[config.mk]
export PLATFORM = sky130hd
export DESIGN_NAME = nexys_starship_score_timer_flat
export DESIGN_NICKNAME = d
export VERILOG_FILES = /design/src/rtl/nexys_starship_score_timer_pkg.sv /design/src/rtl/nexys_starship_score_timer_if.sv /design/src/rtl/nexys_starship_score_timer_bcd4.sv /design/src/rtl/nexys_starship_score_timer.sv /design/src/flat_wrapper.sv
export SDC_FILE = /design/constraint.sdc
export NUM_CORES = 1
export LEC_CHECK = 0
export CAP_MARGIN = 40
export CORE_MARGIN = 1
export CORE_UTILIZATION = 62
export DETAILED_ROUTE_END_ITERATION = 10
export GPL_TIMING_DRIVEN = 0
export PLACE_DENSITY = 0.91
export SYNTH_ARGS = -nofsm -noshare
export SYNTH_HDL_FRONTEND = slang
export SYNTH_SLANG_ARGS = --single-unit
export TNS_END_PERCENT = 30
[constraint.sdc]
create_clock -name board_clk -period 18.2 [get_ports board_clk]
set_input_delay 5.46 -clock board_clk [delete_from_list [all_inputs] [get_ports board_clk]]
set_output_delay 5.46 -clock board_clk [all_outputs]
set_load 0.05 [all_outputs]
[src/rtl/nexys_starship_score_timer_pkg.sv]
// Shared constants for the score/time keeper: FSM encodings and BCD limits.
package nexys_starship_score_timer_pkg;

   typedef enum logic [1:0] {
      ST_IDLE   = 2'd0,
      ST_RUN    = 2'd1,
      ST_FROZEN = 2'd2
   } state_t;

   // Largest 4-digit packed BCD value; both counters saturate here.
   localparam logic [15:0] BCD_MAX = 16'h9999;

endpackage

[src/rtl/nexys_starship_score_timer_if.sv]
// Game-side event inputs and BCD display outputs of the score timer.
interface nexys_starship_score_timer_if;
   logic        i_play_flag;
   logic        i_gameover_ctrl;
   logic        i_repair_done;
   logic        i_monster_cleared;
   logic [15:0] o_time_bcd;
   logic [15:0] o_score_bcd;
   logic [15:0] o_hiscore_bcd;
   logic        o_new_hiscore;
   logic        o_sec_tick;
   logic        o_running;

   // The timer block itself.
   modport slave (
      input  i_play_flag, i_gameover_ctrl, i_repair_done, i_monster_cleared,
      output o_time_bcd, o_score_bcd, o_hiscore_bcd, o_new_hiscore, o_sec_tick, o_running
   );

   // Game SMs / display mux side.
   modport master (
      output i_play_flag, i_gameover_ctrl, i_repair_done, i_monster_cleared,
      input  o_time_bcd, o_score_bcd, o_hiscore_bcd, o_new_hiscore, o_sec_tick, o_running
   );
endinterface

[src/rtl/nexys_starship_score_timer_bcd4.sv]
// 4-digit packed BCD plus a single-digit addend, saturating at 9999.
module starship_bcd4_add_sat
   import nexys_starship_score_timer_pkg::*;
(
   input  logic [15:0] i_a,
   input  logic [3:0]  i_add,
   output logic [15:0] o_sum
);

   logic [3:0]  w_c;
   logic [4:0]  w_s;
   logic [15:0] w_sum;

   // Ripple the addend through the digits; the first digit takes the full addend,
   // the rest take a 0/1 carry. Carry out of the top digit means overflow -> 9999.
   always_comb begin
      w_c   = i_add;
      w_s   = '0;
      w_sum = '0;
      for (int i = 0; i < 4; i++) begin
         w_s = {1'b0, i_a[4*i +: 4]} + {1'b0, w_c};
         if (w_s > 5'd9) begin
            w_sum[4*i +: 4] = 4'(w_s - 5'd10);
            w_c             = 4'd1;
         end else begin
            w_sum[4*i +: 4] = w_s[3:0];
            w_c             = 4'd0;
         end
      end
      o_sum = (w_c != 4'd0) ? BCD_MAX : w_sum;
   end

endmodule

[src/rtl/nexys_starship_score_timer.sv]
// Survival time, score and session high score, all as 4-digit packed BCD.
module nexys_starship_score_timer
   import nexys_starship_score_timer_pkg::*;
#(
   parameter int CLK_HZ     = 100_000_000,
   parameter int REPAIR_PTS = 5,
   parameter int KILL_PTS   = 1
) (
   input  logic                         board_clk,
   input  logic                         Reset,
   nexys_starship_score_timer_if.slave  bus
);

   localparam int PW = (CLK_HZ > 1) ? $clog2(CLK_HZ) : 1;

   // A single event cycle must never add more than one BCD digit's worth.
   if (REPAIR_PTS + KILL_PTS > 9) begin : g_pts_chk
      $error("REPAIR_PTS + KILL_PTS must not exceed 9");
   end

   state_t        r_state;
   logic [PW-1:0] r_presc;
   logic [15:0]   r_time;
   logic [15:0]   r_score;
   logic [15:0]   r_hiscore;
   logic          r_new_hi;
   logic          r_tick;

   logic [3:0]    w_add;
   logic [15:0]   w_time_inc;
   logic [15:0]   w_score_add;
   logic          w_sec_end;

   assign w_add = (bus.i_repair_done     ? 4'(REPAIR_PTS) : 4'd0)
                + (bus.i_monster_cleared ? 4'(KILL_PTS)   : 4'd0);
   assign w_sec_end = (r_presc == PW'(CLK_HZ - 1));

   starship_bcd4_add_sat u_time_add  (.i_a(r_time),  .i_add(4'd1),  .o_sum(w_time_inc));
   starship_bcd4_add_sat u_score_add (.i_a(r_score), .i_add(w_add), .o_sum(w_score_add));

   // Game FSM plus all counters; game-over wins over pulses and the second tick.
   always_ff @(posedge board_clk or posedge Reset) begin
      if (Reset) begin
         r_state   <= ST_IDLE;
         r_presc   <= '0;
         r_time    <= '0;
         r_score   <= '0;
         r_hiscore <= '0;
         r_new_hi  <= 1'b0;
         r_tick    <= 1'b0;
      end else begin
         r_tick <= 1'b0;
         case (r_state)
            ST_IDLE: begin
               if (bus.i_play_flag && !bus.i_gameover_ctrl) begin
                  r_state  <= ST_RUN;
                  r_time   <= '0;
                  r_score  <= '0;
                  r_presc  <= '0;
                  r_new_hi <= 1'b0;
               end
            end
            ST_RUN: begin
               if (bus.i_gameover_ctrl) begin
                  r_state <= ST_FROZEN;
                  // Packed BCD orders like binary, so compare directly.
                  if (r_score > r_hiscore) begin
                     r_hiscore <= r_score;
                     r_new_hi  <= 1'b1;
                  end
               end else begin
                  if (!bus.i_play_flag) r_state <= ST_IDLE;
                  r_score <= w_score_add;
                  if (w_sec_end) begin
                     r_presc <= '0;
                     r_tick  <= 1'b1;
                     r_time  <= w_time_inc;
                  end else begin
                     r_presc <= r_presc + 1'b1;
                  end
               end
            end
            ST_FROZEN: begin
               if (!bus.i_play_flag) r_state <= ST_IDLE;
            end
            default: r_state <= ST_IDLE;
         endcase
      end
   end

   assign bus.o_time_bcd    = r_time;
   assign bus.o_score_bcd   = r_score;
   assign bus.o_hiscore_bcd = r_hiscore;
   assign bus.o_new_hiscore = r_new_hi;
   assign bus.o_sec_tick    = r_tick;
   assign bus.o_running     = (r_state == ST_RUN);

endmodule

[src/flat_wrapper.sv]
// flat-port wrapper written by rule: the top's interface ports become plain ports
module nexys_starship_score_timer_flat import nexys_starship_score_timer_pkg::*;
#(
   parameter int CLK_HZ     = 100_000_000,
   parameter int REPAIR_PTS = 5,
   parameter int KILL_PTS   = 1
)
  (board_clk, Reset, bus_i_play_flag, bus_i_gameover_ctrl, bus_i_repair_done, bus_i_monster_cleared, bus_o_time_bcd, bus_o_score_bcd, bus_o_hiscore_bcd, bus_o_new_hiscore, bus_o_sec_tick, bus_o_running);
  nexys_starship_score_timer_if bus_i ();
  input  logic board_clk;
  input  logic Reset;
  input wire logic [$bits(bus_i.i_play_flag)-1:0] bus_i_play_flag;
  input wire logic [$bits(bus_i.i_gameover_ctrl)-1:0] bus_i_gameover_ctrl;
  input wire logic [$bits(bus_i.i_repair_done)-1:0] bus_i_repair_done;
  input wire logic [$bits(bus_i.i_monster_cleared)-1:0] bus_i_monster_cleared;
  output wire logic [$bits(bus_i.o_time_bcd)-1:0] bus_o_time_bcd;
  output wire logic [$bits(bus_i.o_score_bcd)-1:0] bus_o_score_bcd;
  output wire logic [$bits(bus_i.o_hiscore_bcd)-1:0] bus_o_hiscore_bcd;
  output wire logic [$bits(bus_i.o_new_hiscore)-1:0] bus_o_new_hiscore;
  output wire logic [$bits(bus_i.o_sec_tick)-1:0] bus_o_sec_tick;
  output wire logic [$bits(bus_i.o_running)-1:0] bus_o_running;
  assign bus_i.i_play_flag = bus_i_play_flag;
  assign bus_i.i_gameover_ctrl = bus_i_gameover_ctrl;
  assign bus_i.i_repair_done = bus_i_repair_done;
  assign bus_i.i_monster_cleared = bus_i_monster_cleared;
  assign bus_o_time_bcd = bus_i.o_time_bcd;
  assign bus_o_score_bcd = bus_i.o_score_bcd;
  assign bus_o_hiscore_bcd = bus_i.o_hiscore_bcd;
  assign bus_o_new_hiscore = bus_i.o_new_hiscore;
  assign bus_o_sec_tick = bus_i.o_sec_tick;
  assign bus_o_running = bus_i.o_running;
  nexys_starship_score_timer #(.CLK_HZ(CLK_HZ), .REPAIR_PTS(REPAIR_PTS), .KILL_PTS(KILL_PTS)) u_core (.board_clk(board_clk), .Reset(Reset), .bus(bus_i));
endmodule
==> flow_summary.toml <==
[sta]
hold_violations = 0
tightest_slew_ns = 0.654
min_period_ns = 12.38
max_freq_mhz = 80.8
fin_worst_skew_ns = 0.00730
setup_viol = 0
drv_slew = 0
finalCritPeriodShare_pct = 68.0
rsz0062_at_grt = "no"
relSlewSlack_pct = 56.1
fin_tns_setup_ns = 0

[place]
gp_congestion = 0.880
numPortBuffers = 56
hpwl_um = 9570

[pwr]
p_comb_share_pct = 23.7
p_leak_nw = 2.73
power_mw = 0.418
power_density_nw_per_um2 = 65.7
pwr-share-clk_pct = 31.1
p_sw_mw = 0.138
max-vdd-ir-drop_v = 0.0000695
p_int_mw = 0.279
pwr-share-seq_pct = 45.3
switching_share_pct = 33.1

[routing]
drt_iter0_markers = 351
ant_nets = 0
wirelength_um = 13400
route.detailed.drc = 0
wire_per_inst_um = 16.9
vias = 5088
viasPerCell = 6.39
drtPass1Iterations = 5

[setup_path]
crit_slowest_cell = "fa_1"
r2r_cells = 31
critPathLaunchType = "input pin"
critPathKind = "input pin to flip-flop"
critPathMaxStageDelay_ns = 0.55
ff2ff_setup_slack_ns = 10.11
cpMostUsedCell = "ha_1"
arrival_ns = 12.62
critPathMaxFanout = 9
critPathCaptureType = "flip-flop"
crit_required_ns = 18.44

[synthesis]
ys_ff_latch = 79
ys_types = 74
ys_seq_area_share_pct = 36.3
avgSynthCellArea_um2 = 8.82
synth_flop_cell = "dfrtp_1"
syn_inst = 618
synth_edf_count = 0
synth-async-reset-ratio_pct = 100
yosys_warnings = 0
syn_area_um2 = 5450
syn_nets = 669

[clock_tree]
clockBufferDepth = 2
htreeDepth = 3
ctsResizeCount = 0
cts_root_buffer = "clkbuf_8"
cts_buffers = 9
postCtsSetupBuffers = 0
hold_buffers = 0
cts_tree = "yes"
clk_pin_slew_ns = 0.08
clk_latency_ns = 0.35
cts.sinks = 79

[grt]
top_usage_layer = "met2"
antenna_found_initial = 0
grt_pass1_vias = 4805
met1_usage_pct = 40.3
overflow = 0
grtUsageMet2_pct = 53.0
grt_start_max_net_pins = 59
grt_pass1_wl_um = 22300
track_usage_pct = 31.5
globalRouteMet3Util_pct = 6.95

[final_layout]
final_common_cell = "dfrtp_1"
drive_gt1_share_pct = 9.99
antenna_cells = 0
layout.nets = 737
final_core_util_pct = 75.9
area_growth_pct = 16.7
layout_common_cells = "dfrtp_1 (79), o21ai_0 (70), nand2_1 (61), clkdlybuf4s50_1 (56), ha_1 (44)"
fillers = 583

[floorplan]
start_util_pct = 65.0
num_rows = 33
io_pins = 57
die_w_um = 95.8
dieArea_um2 = 9170
coreArea_um2 = 8380
die_h_um = 95.8

[run]
drv_cap = 0

[worst_hold_path]
hold_path.class = "flip-flop to flip-flop"
holdPathStages = 1

[run_status]
status = "complete, no violations"
## critical path: cells and delay by family
kind | cells | cell delay, ns
buffers and inverters | 6 | 1.56
AOI/OAI and AO/OA | 11 | 2.62
adders and majority gates | 9 | 2.35
and+or+nand+nor | 4 | 0.63
## cells by family after synthesis
logic type | Yosys count | synth area share [%]
multiplexers | 20 | 4.04
adder cells (fa/ha/maj) | 45 | 10.5
AND/OR/NAND/NOR | 187 | 18.6
buffers and inverters | 72 | 5.53
flip-flops | 79 | 36.3
XOR/XNOR | 14 | 2.25
AO/OA/AOI/OAI | 201 | 22.8
## through the flow
step,hold WS [ns],instance area [um2],std cells,worst slack (ns)
after floorplan,0.431,5450,618,7.21
after global placement,0.446,6140,779,6.01
after detailed placement,0.454,6170,780,5.69
after CTS,0.467,6360,796,5.99
after global routing,0.505,6360,796,5.37
final,0.470,6360,796,5.82
## power by group through the flow
stage	Combinational (mW)	Sequential, mW	Clock [mW]
CTS	0.0983	0.189	0.131
detailed placement	0.0975	0.192	0
global placement	0.0931	0.192	0
finish	0.0988	0.189	0.130
global route	0.108	0.190	0.138
floorplan	0.0470	0.211	0
## layout make-up
cell class | count | area (um2) | area share (%)
Buffer | 31 | 148 | 2.32
Timing Repair Buffer | 57 | 588 | 9.24
Tap cell | 105 | 131 | 2.07
Clock inverter | 6 | 61.3 | 0.964
Clock buffer | 10 | 128 | 2.01
Multi-Input combinational cell | 467 | 3170 | 49.9
Sequential cell | 79 | 1980 | 31.1
Inverter | 41 | 156 | 2.46
## layer usage
metal	vias to the layer above	share of wire [%]
li1	2388	-
met2	214	49
met5	-	0
met3	26	6.2
met4	0	1.6
met1	2460	43
## registers in the layout, indices dropped and copies added, names as in the netlist
| register | cells |
|---|---|
| u_core.bus.o_time_bcd | 16 |
| u_core.bus.o_sec_tick | 1 |
| u_core.bus.o_score_bcd | 16 |
| u_core.bus.o_hiscore_bcd | 16 |
| u_core.bus.o_new_hiscore | 1 |
| u_core.r_state | 2 |
| u_core.r_presc | 27 |
## worst paths after layout
path	startpoint	end
min	u_core.r_presc[22]$_DFFE_PP0P_	u_core.r_presc[22]$_DFFE_PP0P_
max	bus_i_repair_done	u_core.bus.o_score_bcd[2]$_DFFE_PP0P_
min in group asynchronous	Reset	u_core.bus.o_hiscore_bcd[9]$_DFFE_PP0P_
max reg2reg	u_core.bus.o_time_bcd[0]$_DFFE_PP0P_	u_core.bus.o_time_bcd[10]$_DFFE_PP0P_
min reg2reg	u_core.r_presc[22]$_DFFE_PP0P_	u_core.r_presc[22]$_DFFE_PP0P_
max in group asynchronous	Reset	u_core.bus.o_time_bcd[3]$_DFFE_PP0P_
## Yosys cell counts (15+ instances only)
cell	count	area share, %
a21oi_1	38	3.5
a31oi_1	20	2.3
clkbuf_1	16	1.1
dfrtp_1	79	36
ha_1	44	10
inv_1	40	2.8
mux2_2	16	3.3
nand2_1	61	4.2
nand3_1	22	2.0
nand4_1	15	1.7
nor2_1	31	2.1
o21ai_0	70	6.4
Power figures use the tool's default switching activity.
